===== src/rtl/mpc_pkg.sv =====
// ---------------------------------------------------------------------------
// mpc_pkg
// Shared definitions for the FCS-MPC acquisition front end: sequencer state
// encoding, ADC channel indices, sample/frame widths and the MOSI frame
// builder used by the SPI shifter.
// ---------------------------------------------------------------------------
package mpc_pkg;

  localparam int SAMPLE_W   = 8;
  localparam int FRAME_BITS = 16;

  localparam logic [1:0] CH_IL = 2'd0;
  localparam logic [1:0] CH_VC = 2'd1;
  localparam logic [1:0] CH_VG = 2'd2;

  typedef enum logic [2:0] {
    ST_IDLE,
    ST_CS_SETUP,
    ST_SHIFT,
    ST_CS_HOLD,
    ST_PUBLISH,
    ST_DECIDE
  } seq_state_t;

  // Channel select travels in the upper byte; the lower byte is don't-care
  // while the ADC returns its conversion, so it is sent as zeros.
  function automatic logic [FRAME_BITS-1:0] mosi_frame(input logic [1:0] ch);
    return {6'b0, ch, 8'b0};
  endfunction

endpackage


===== src/rtl/mpc_spi_shifter.sv =====
// ---------------------------------------------------------------------------
// mpc_spi_shifter
// One 16-bit SPI mode-0 transfer per start pulse. SCLK idles low, MOSI
// changes on SCLK falling edges, MISO is sampled on SCLK rising edges.
// A transfer lasts 32*CLK_DIV clocks after the start pulse.
//
// Ports:
//   clk, rst   : system clock, synchronous active-high reset
//   start      : one-cycle pulse, begins a transfer on the next clock
//   ch         : ADC channel placed in the MOSI frame (sampled with start)
//   miso       : ADC serial data in
//   sclk, mosi : SPI clock and data out
//   done       : high during the final clock of the transfer
//   sample     : low byte of the received frame (valid while done is high)
// ---------------------------------------------------------------------------
module mpc_spi_shifter
  import mpc_pkg::*;
#(
  parameter int CLK_DIV = 4
) (
  input  logic                clk,
  input  logic                rst,
  input  logic                start,
  input  logic [1:0]          ch,
  input  logic                miso,
  output logic                sclk,
  output logic                mosi,
  output logic                done,
  output logic [SAMPLE_W-1:0] sample
);

  localparam int DIV_W  = (CLK_DIV > 1) ? $clog2(CLK_DIV) : 1;
  localparam int HALF_W = $clog2(2 * FRAME_BITS);
  localparam logic [DIV_W-1:0]  DIV_LAST  = DIV_W'(CLK_DIV - 1);
  localparam logic [HALF_W-1:0] HALF_LAST = HALF_W'(2 * FRAME_BITS - 1);

  if (CLK_DIV < 1 || CLK_DIV > 255) begin : g_bad_clk_div
    $error("mpc_spi_shifter: CLK_DIV must be in 1..255");
  end

  logic                  busy;
  logic [DIV_W-1:0]      div_cnt;
  logic [HALF_W-1:0]     half_cnt;
  logic [FRAME_BITS-1:0] tx_sh;
  logic [FRAME_BITS-1:0] rx_sh;
  logic [FRAME_BITS-1:0] frame;
  logic                  half_end;

  assign frame    = mosi_frame(ch);
  assign half_end = busy && (div_cnt == DIV_LAST);
  assign done     = half_end && (half_cnt == HALF_LAST);
  assign sample   = rx_sh[SAMPLE_W-1:0];

  // Each SCLK half-period is CLK_DIV clocks. Even half-periods are the low
  // phase; ending one raises SCLK and samples MISO at that same clock, while
  // the ADC has held the bit stable for the whole low phase. Ending an odd
  // half-period lowers SCLK and advances MOSI. The first MOSI bit is loaded
  // by start itself so it is stable before the first rising edge.
  always_ff @(posedge clk) begin
    if (rst) begin
      busy     <= 1'b0;
      sclk     <= 1'b0;
      mosi     <= 1'b0;
      div_cnt  <= '0;
      half_cnt <= '0;
      tx_sh    <= '0;
      rx_sh    <= '0;
    end else if (start) begin
      busy     <= 1'b1;
      sclk     <= 1'b0;
      div_cnt  <= '0;
      half_cnt <= '0;
      mosi     <= frame[FRAME_BITS-1];
      tx_sh    <= frame << 1;
      rx_sh    <= '0;
    end else if (busy) begin
      if (half_end) begin
        div_cnt  <= '0;
        half_cnt <= half_cnt + 1'b1;
        if (!half_cnt[0]) begin
          sclk  <= 1'b1;
          rx_sh <= {rx_sh[FRAME_BITS-2:0], miso};
        end else begin
          sclk <= 1'b0;
          if (done) begin
            busy <= 1'b0;
            mosi <= 1'b0;
          end else begin
            mosi  <= tx_sh[FRAME_BITS-1];
            tx_sh <= tx_sh << 1;
          end
        end
      end else begin
        div_cnt <= div_cnt + 1'b1;
      end
    end
  end

endmodule


===== src/rtl/mpc_sample_sequencer.sv =====
// ---------------------------------------------------------------------------
// mpc_sample_sequencer
// Periodic acquisition of iL / vc / vg from a 3-channel SPI ADC, publication
// of a coherent sample triplet to the MPC, capture of the MPC switch decision
// and complementary gate drive.
//
// Build option: define MPC_DEADTIME_EN to insert DEAD_CYCLES clocks of
// both-off dead time on every gate command change.
//
// Ports:
//   wb_clk_i, wb_rst_i : clock, synchronous active-high reset
//   en                 : enables acquisition and gate drive
//   adc_miso/sclk/cs_n/mosi : SPI ADC interface (mode 0)
//   iL, vc, vg         : held samples; sample_valid pulses on update
//   u_in               : MPC switch decision (combinational on samples)
//   gate_hi, gate_lo   : registered complementary gate outputs
//   overrun            : sticky, period tick seen while busy
//   io_oeb             : constant 0
// ---------------------------------------------------------------------------
module mpc_sample_sequencer
  import mpc_pkg::*;
#(
  parameter int CLK_DIV     = 4,
  parameter int PERIOD      = 1000,
  parameter int DEAD_CYCLES = 8
) (
  input  logic                wb_clk_i,
  input  logic                wb_rst_i,
  input  logic                en,
  input  logic                adc_miso,
  output logic                adc_sclk,
  output logic                adc_cs_n,
  output logic                adc_mosi,
  output logic [SAMPLE_W-1:0] iL,
  output logic [SAMPLE_W-1:0] vc,
  output logic [SAMPLE_W-1:0] vg,
  output logic                sample_valid,
  input  logic                u_in,
  output logic                gate_hi,
  output logic                gate_lo,
  output logic                overrun,
  output logic                io_oeb
);

  localparam int TMR_W = (PERIOD > 2) ? $clog2(PERIOD) : 1;
  localparam logic [TMR_W-1:0] TMR_LAST = TMR_W'(PERIOD - 1);

  if (DEAD_CYCLES < 1 || DEAD_CYCLES > 65535) begin : g_bad_dead_cycles
    $error("mpc_sample_sequencer: DEAD_CYCLES must be in 1..65535");
  end

  seq_state_t          state;
  logic [TMR_W-1:0]    timer;
  logic                tick;
  logic [1:0]          ch;
  logic                spi_start;
  logic                spi_done;
  logic [SAMPLE_W-1:0] spi_sample;
  logic [SAMPLE_W-1:0] sh_il;
  logic [SAMPLE_W-1:0] sh_vc;
  logic [SAMPLE_W-1:0] sh_vg;
  logic                cmd;
  logic                armed;

  assign tick   = (timer == '0);
  assign io_oeb = 1'b0;

  mpc_spi_shifter #(
    .CLK_DIV (CLK_DIV)
  ) u_spi (
    .clk    (wb_clk_i),
    .rst    (wb_rst_i),
    .start  (spi_start),
    .ch     (ch),
    .miso   (adc_miso),
    .sclk   (adc_sclk),
    .mosi   (adc_mosi),
    .done   (spi_done),
    .sample (spi_sample)
  );

  // Free-running control-period timer; it keeps counting while disabled so
  // re-enabling lands on the same period grid.
  always_ff @(posedge wb_clk_i) begin
    if (wb_rst_i) begin
      timer <= '0;
    end else if (timer == TMR_LAST) begin
      timer <= '0;
    end else begin
      timer <= timer + 1'b1;
    end
  end

  // Acquisition sequencer. Three frames (CS_SETUP, SHIFT, CS_HOLD) fill the
  // shadow registers; the published outputs move together only on the way
  // into PUBLISH. The MPC decision is latched on the way out of PUBLISH so
  // the command is already valid during DECIDE. Dropping en only takes
  // effect at a frame boundary, so CS never releases mid-transfer. The
  // disable force is written last so it wins over a same-cycle decision.
  always_ff @(posedge wb_clk_i) begin
    if (wb_rst_i) begin
      state        <= ST_IDLE;
      ch           <= CH_IL;
      adc_cs_n     <= 1'b1;
      spi_start    <= 1'b0;
      sh_il        <= '0;
      sh_vc        <= '0;
      sh_vg        <= '0;
      iL           <= '0;
      vc           <= '0;
      vg           <= '0;
      sample_valid <= 1'b0;
      overrun      <= 1'b0;
      cmd          <= 1'b0;
      armed        <= 1'b0;
    end else begin
      spi_start    <= 1'b0;
      sample_valid <= 1'b0;
      if (tick && (state != ST_IDLE)) begin
        overrun <= 1'b1;
      end
      case (state)
        ST_IDLE: begin
          if (tick && en) begin
            state     <= ST_CS_SETUP;
            ch        <= CH_IL;
            adc_cs_n  <= 1'b0;
            spi_start <= 1'b1;
          end
        end
        ST_CS_SETUP: begin
          state <= ST_SHIFT;
        end
        ST_SHIFT: begin
          if (spi_done) begin
            state    <= ST_CS_HOLD;
            adc_cs_n <= 1'b1;
            case (ch)
              CH_IL:   sh_il <= spi_sample;
              CH_VC:   sh_vc <= spi_sample;
              default: sh_vg <= spi_sample;
            endcase
          end
        end
        ST_CS_HOLD: begin
          if (!en) begin
            state <= ST_IDLE;
          end else if (ch == CH_VG) begin
            state        <= ST_PUBLISH;
            iL           <= sh_il;
            vc           <= sh_vc;
            vg           <= sh_vg;
            sample_valid <= 1'b1;
          end else begin
            state     <= ST_CS_SETUP;
            ch        <= ch + 2'd1;
            adc_cs_n  <= 1'b0;
            spi_start <= 1'b1;
          end
        end
        ST_PUBLISH: begin
          state <= ST_DECIDE;
          cmd   <= u_in;
          armed <= 1'b1;
        end
        default: begin
          state <= ST_IDLE;
        end
      endcase
      if (!en) begin
        cmd   <= 1'b0;
        armed <= 1'b1;
      end
    end
  end

`ifdef MPC_DEADTIME_EN
  localparam logic [15:0] DEAD_LAST = 16'(DEAD_CYCLES - 1);

  logic [15:0] dead_cnt;
  logic        dead_tgt;

  // Break-before-make gate drive. A wrong-side active output is dropped at
  // once; with both off the counter runs DEAD_CYCLES clocks toward dead_tgt
  // and restarts whenever the command moves again, so the side that finally
  // turns on always matches the latest command.
  always_ff @(posedge wb_clk_i) begin
    if (wb_rst_i) begin
      gate_hi  <= 1'b0;
      gate_lo  <= 1'b0;
      dead_cnt <= '0;
      dead_tgt <= 1'b0;
    end else if (armed) begin
      if (cmd ? gate_hi : gate_lo) begin
        dead_cnt <= '0;
      end else if (gate_hi || gate_lo) begin
        gate_hi  <= 1'b0;
        gate_lo  <= 1'b0;
        dead_tgt <= cmd;
        dead_cnt <= '0;
      end else if (dead_tgt != cmd) begin
        dead_tgt <= cmd;
        dead_cnt <= '0;
      end else if (dead_cnt >= DEAD_LAST) begin
        gate_hi  <= cmd;
        gate_lo  <= ~cmd;
        dead_cnt <= '0;
      end else begin
        dead_cnt <= dead_cnt + 16'd1;
      end
    end
  end
`else
  // Complementary drive switching in the same clock. Until the first
  // decision or disable force arrives, both sides stay off.
  always_ff @(posedge wb_clk_i) begin
    if (wb_rst_i) begin
      gate_hi <= 1'b0;
      gate_lo <= 1'b0;
    end else if (armed) begin
      gate_hi <= cmd;
      gate_lo <= ~cmd;
    end
  end
`endif

endmodule


===== config.mk =====
export PLATFORM = sky130hd
export DESIGN_NAME = mpc_sample_sequencer
export DESIGN_NICKNAME = d
export VERILOG_FILES = /design/src/rtl/mpc_pkg.sv /design/src/rtl/mpc_spi_shifter.sv /design/src/rtl/mpc_sample_sequencer.sv
export SDC_FILE = /design/constraint.sdc
export NUM_CORES = 1
export LEC_CHECK = 0
export CORE_AREA = 4 4 103 105
export DETAILED_ROUTE_END_ITERATION = 7
export DIE_AREA = 0 0 107 109
export DONT_BUFFER_PORTS = 1
export GPL_ROUTABILITY_DRIVEN = 1
export GPL_TIMING_DRIVEN = 0
export PLACE_DENSITY = 0.57
export SLEW_MARGIN = 10
export SYNTH_ARGS = -nofsm -noshare
export SYNTH_HDL_FRONTEND = slang
export SYNTH_SLANG_ARGS = --single-unit

===== constraint.sdc =====
create_clock -name wb_clk_i -period 2.2 [get_ports wb_clk_i]
set_input_delay 0.11 -clock wb_clk_i [delete_from_list [all_inputs] [get_ports wb_clk_i]]
set_output_delay 0.11 -clock wb_clk_i [all_outputs]
set_load 0.02 [all_outputs]

Word level (Yosys, flattened, before mapping)
Cells that the tools add are included.
{ "op_classes": {"add_sub_neg": 4, "n_mul": 0, "div_mod_pow": 0, "n_lt_le_gt_ge": 0, "n_eq_ne": 15, "shift": 0, "n_mux": 34, "n_bitwise": 6, "n_reduce_logical": 30} }
{ "ops": {"columns": ["cell", "count"], "rows": [
  ["$mux W11", 5],
  ["$reduce_and A3 Y1", 6],
  ["$mux W1", 17],
  ["$pmux W3 S5", 1],
  ["$mux W3", 4],
  ["$reduce_and A4 Y1", 3],
  ["$add A10 B1 Y10 const B", 1],
  ["$eq A10 B10 Y1 const B", 1],
  ["$logic_not A10 Y1", 1],
  ["$ne A2 B2 Y1 const B", 5],
  ["$mux W2", 4],
  ["$reduce_bool A2 Y1", 4],
  ["$reduce_or A2 Y1", 4],
  ["$eq A3 B2 Y1 const B", 2],
  ["$not A1 Y1", 6],
  ["$reduce_bool A3 Y1", 2],
  ["$add A5 B1 Y5 const B", 1],
  ["$eq A5 B5 Y1 const B", 1],
  ["$reduce_and A5 Y1", 1],
  ["$add A2 B1 Y2 const B", 2],
  ["$eq A2 B2 Y1 const B", 2],
  ["$logic_and A1 B1 Y1", 4],
  ["$pmux W2 S2", 1],
  ["$reduce_and A2 Y1", 2],
  ["9 further kinds", 9]
]} }
{ "totals": {"regBits": 96, "latch_bits": 0, "ramBits": 0, "rom_bits": 0, "inputBits": 5, "out_inout_bits": 32, "word_cells": 114, "n_memories": 0} }

Depth between registers and ports, before layout
{ "depth": {"depth_word": 8, "depth_mapped": 8, "mapped_depth_nobuf": 6} }

Cells and area by module
Synthesis repeated with hierarchy kept, for this count alone.
{ "unflattened": {"hier_cells": 440, "hier_area_um2": 3923.8} }
{ "by_module_without_submodules": {"columns": ["mod", "instances", "cells_each", "area_each_um2", "seq_area_each_um2"], "rows": [
  ["mpc_sample_sequencer", 1, 341, 2950.3, 1421.4],
  ["mpc_spi_shifter", 1, 99, 973.4, 480.5]
]} }

Worst setup path before layout
No wires, ideal clock.
{ "synth_path": {"path_type": "flip-flop to flip-flop", "startpoint": "reg u_spi.half_cnt[0]", "endpoint": "reg u_spi.tx_sh[10]", "setup_ns": 0.103, "arrival_time_ns": 1.836, "required_ns": 2.097, "setup_slack_ns": 0.261, "path_stages_with_launch": 7, "synth_period_minus_slack_ns": 1.939, "cell_sequence": "dfxtp_1 ha_1 and3_1 ha_1 nand4b_2 nor3b_1 a2111oi_2"} }
{ "synth_between": {"elab_chain_cells": 4} }
{ "synth_rtl": {"columns": ["item", "line_no", "text"], "rows": [
  ["start: declaration", "mpc_spi_shifter.sv:43", "logic [HALF_W-1:0] half_cnt;"],
  ["start signal: assignment", "mpc_spi_shifter.sv:79", "half_cnt <= half_cnt + 1'b1;"],
  ["$eq A5 B5 Y1", "mpc_spi_shifter.sv:51", "assign done = half_end && (half_cnt == HALF_LAST);"],
  ["$logic_and A1 B1 Y1", "mpc_spi_shifter.sv:51", null],
  ["$ne A2 B2 Y1 (no line)", null, null],
  ["$reduce_and A4 Y1 (no line) (*)", null, null],
  ["end signal: assignment", "mpc_spi_shifter.sv:74", "tx_sh <= frame << 1;"],
  ["end signal: assignment", "mpc_spi_shifter.sv:90", "tx_sh <= tx_sh << 1;"],
  ["end: declaration", "mpc_spi_shifter.sv:44", "logic [FRAME_BITS-1:0] tx_sh;"]
]} }
Every way passes the cells marked *; elsewhere a longest branch is shown, timed or not.
A chain may end at the register's enable or synchronous reset.

Final worst setup path
{ "layout_path": {"startpoint": "reg u_spi.half_cnt[0]", "endpoint": "reg sh_il[2]"} }
{ "layout_between": {"elab_chain_cells": 3} }
{ "layout_rtl": {"columns": ["item", "line_no", "text"], "rows": [
  ["$eq A5 B5 Y1", "mpc_spi_shifter.sv:51", null],
  ["$logic_and A1 B1 Y1", "mpc_spi_shifter.sv:51", null],
  ["$reduce_and A3 Y1 (no line)", null, null],
  ["end signal: assignment", "mpc_sample_sequencer.sv:139", "CH_IL: sh_il <= spi_sample;"],
  ["end: declaration", "mpc_sample_sequencer.sv:59", "logic [SAMPLE_W-1:0] sh_il;"]
]} }
No other way between the ends.

==> metrics.md <==
| Metric | Value |
|---|---|
| Clock latency on the worst-skew pair | `0.36 ns` |
| GPL Wtd Cong | `0.776` |
| Pint | `2.32 mW` |
| Starting density of the core | `39.7%` |
| Top FF cell, synth | `dfxtp_1` |
| Mapped Cells | `409` |
| Routed Antenna Nets | `0` |
| Syn_area_per_cell | `9.35 µm²` |
| Fmax | `0.505 GHz` |
| Clock Tree Buf Depth | `2` |
| Global Route Usage Sum | `14.4%` |
| Hold Crit Class | `in2reg` |
| FFs w/ async S/R, synth | `0%` |
| Sequential element share of the synthesized area | `49.8%` |
| Worst-margin pin slew | `0.595 ns` |
| Gate power share | `7.3%` |
| Worst Skew | `0.00819 ns` |
| Worst Path Max Fanout | `7` |
| Die Span Y | `109 µm` |
| Pins over their slew limit | `0` |
| Setup violators final | `0` |
| Crit. Startpoint | `u_spi.half_cnt[0]$_SDFFE_PP0P_` |
| Die span in x | `107 µm` |
| WL final | `8.01 mm` |
| H-Tree Level Count | `3` |
| Top cells by area, synth | `dfxtp_1 50%, mux2i_1 10%, a21oi_1 5.0%` |
| GRT overflow | `0` |
| Most frequent cell after synthesis | `dfxtp_1` |
| WP data arrival | `2.23 ns` |
| Core box area | `9640 µm²` |
| Fin util | `43.7%` |
| Area growth from synthesis to layout | `10.1%` |
| Placed Cells | `542` |
| Final #Nets | `435` |
| Crit share post-route | `89.9%` |
| Clock Root Buffer | `clkbuf_8` |
| Max_slew headroom | `60.3%` |
| Share of the synthesized area in the top cell type | `49.8%` |
| Drt pass-1 iters | `4` |
| Number of flops mapped to enable cells by yosys | `0` |
| Unique cell type count in the Yosys netlist | `48` |
| First-pass GRT wire length | `13.4 mm` |
| WS Path Type | `reg2reg` |
| Synth top cells by count | `95 x dfxtp_1, 43 x nand2_1, 39 x mux2i_1, 38 x a21oi_1, 35 x nand3_1` |
| TNS Setup | `0 ns` |
| CTS clk-pin slew, worst paths | `0.09 ns` |
| RSZ-0062 raised after global routing | `no` |
| R2R depth | `8` |
| Die area | `11700 µm²` |
| Tmin final | `1.98 ns` |
| Clk pwr share | `34.7%` |
| CP endpoint kind | `register` |
| Lkg Pwr | `1.65 nW` |
| R2R Path Start | `u_spi.half_cnt[0]$_SDFFE_PP0P_` |
| Via-to-Cell Ratio | `5.06` |
| I/O pin count | `37` |
| Port bufs | `0` |
| TritonCTS buffer count | `9` |
| Wirelength per Cell | `14.3 µm` |
| Largest net degree at the start of global routing | `18` |
| Maximum VDD drop | `389 µV` |
| PnR worst setup slack | `0.221 ns` |
| Fin cells | `560` |
| Final Hold Viols | `0` |
| Syn Nets | `422` |
| Flop pwr share | `58.0%` |
| Synth Cell Area | `3820 µm²` |
| CP Launch Type | `register` |
| DR iter-0 viols | `106` |
| Initial antenna violation count | `0` |
| Switching share of power | `26.8%` |
| Synth area leader | `dfxtp_1` |
| CTS tree | `built` |
| Layout cells sized above 1 | `9.84%` |
| PwrDens | `751 nW/µm²` |
| Pre-CTS setup slack | `0.00418 ns` |
| Synth Register Bits | `95` |
| WP data required | `2.45 ns` |
| DP Area | `3990 µm²` |
| N_diodes | `0` |
| # DRC | `0` |
| Final instance area | `4210 µm²` |
| Status | `finished, final reports clean` |
| Vias in the first global route | `2775` |
| Max-cap violations | `0` |
| HP Start | `u_in` |
| Cell Rows | `36` |
| Clock sinks | `95` |
| Psw | `0.848 mW` |
| Hold Path Depth | `2` |
| Post-CTS setup buffers | `0` |
| YS warnings | `0` |
| Dpl hpwl | `5.74 mm` |
| Vias post-DR | `2832` |
==> worst paths after layout <==
path | end | slack, ns
worst max-delay path | sh_il[2]$_SDFFE_PP0P_ | 0.22
worst min-delay path | cmd$_SDFFE_PP0P_ | 0.04
worst max register to register | sh_il[2]$_SDFFE_PP0P_ | 0.22
worst min register to register | gate_lo$_SDFFE_PP0P_ | 0.46
==> power groups by stage <==
| stage | logic [mW] | registers, mW | clock network [mW] |
|---|---|---|---|
| floorplan | 0.185 | 1.86 | 0 |
| global placement | 0.227 | 1.87 | 0 |
| detailed placement | 0.229 | 1.87 | 0 |
| CTS | 0.234 | 1.84 | 1.13 |
| global route | 0.264 | 1.84 | 1.19 |
| finish | 0.231 | 1.83 | 1.10 |
==> logic make-up (layout without fill, tap and decap cells) <==
family / Yosys count / count (layout) / share of synthesized area [%]
adder cells (fa/ha/maj): 8 / 8 / 2.62
multiplexers: 40 / 40 / 10.5
other: 1 / 1 / 0.0981
AO/OA/AOI/OAI: 80 / 80 / 12.1
buffers and inverters: 37 / 55 / 4.19
flip-flops: 95 / 95 / 49.8
AND/OR/NAND/NOR: 142 / 142 / 19.3
XOR/XNOR: 6 / 6 / 1.38
==> cell type report <==
type,count,area (µm²)
inverter,9,33.8
timing repair buffer,2,20.0
fill,989,5430
clock inverter,6,51.3
sequential,95,1910
clock buffer,10,138
multi-input combinational,277,1770
tap,133,166
buffer,28,126
==> registers in the layout, summed over array words and instances, names as in the netlist, 3 cells and up <==
register	flops
timer	10
iL	8
sh_il	8
sh_vc	8
sh_vg	8
u_spi.rx_sh	8
vc	8
vg	8
u_spi.tx_sh	7
u_spi.half_cnt	5
state	3
==> per-stage QoR <==
stage,hold WS [ns],total power [mW]
floorplan,0.225,2.04
global placement,0.231,2.10
detailed placement,0.233,2.10
CTS,0.0273,3.20
global route,0.0317,3.30
finish,0.0433,3.16
==> per-layer routing <==
metal / wire (µm) / GRT usage (%) / share of wire [%]
met1: 3870 / 19.1 / 48
met2: 3750 / 23.6 / 47
met3: 335 / 3.91 / 4.2
met4: 59 / 3.56 / 0.74
met5: 0 / 0 / 0
==> worst max-delay path, cell delays in order, from the launching register on <==
cell     delay, ns
dfxtp_4       0.41
ha_1          0.22
and3_1        0.19
ha_1          0.23
and4b_1       0.20
buf_2         0.16
and3_1        0.19
buf_4         0.16
mux2i_1       0.11
==> what timing repair did <==
action	4_1_cts	5_1_grt
hold endpoints to repair	3	0
pin swaps	0	0
gates resized for setup	1	2
endpoints found under the setup margin	9	1
hold buffers	2	0
==> cells in the final DEF (no fill, tap or decap), types with 5 or more instances in the layout <==
cell type   n
dfxtp_1    94
nand2_1    43
mux2i_1    39
a21oi_1    38
nand3_1    35
o21ai_0    28
nor2_1     27
clkbuf_1   16
clkbuf_8   10
inv_1       8
buf_2       8
ha_1        8
nor3_1      5
(Power assumes the default switching activity.)
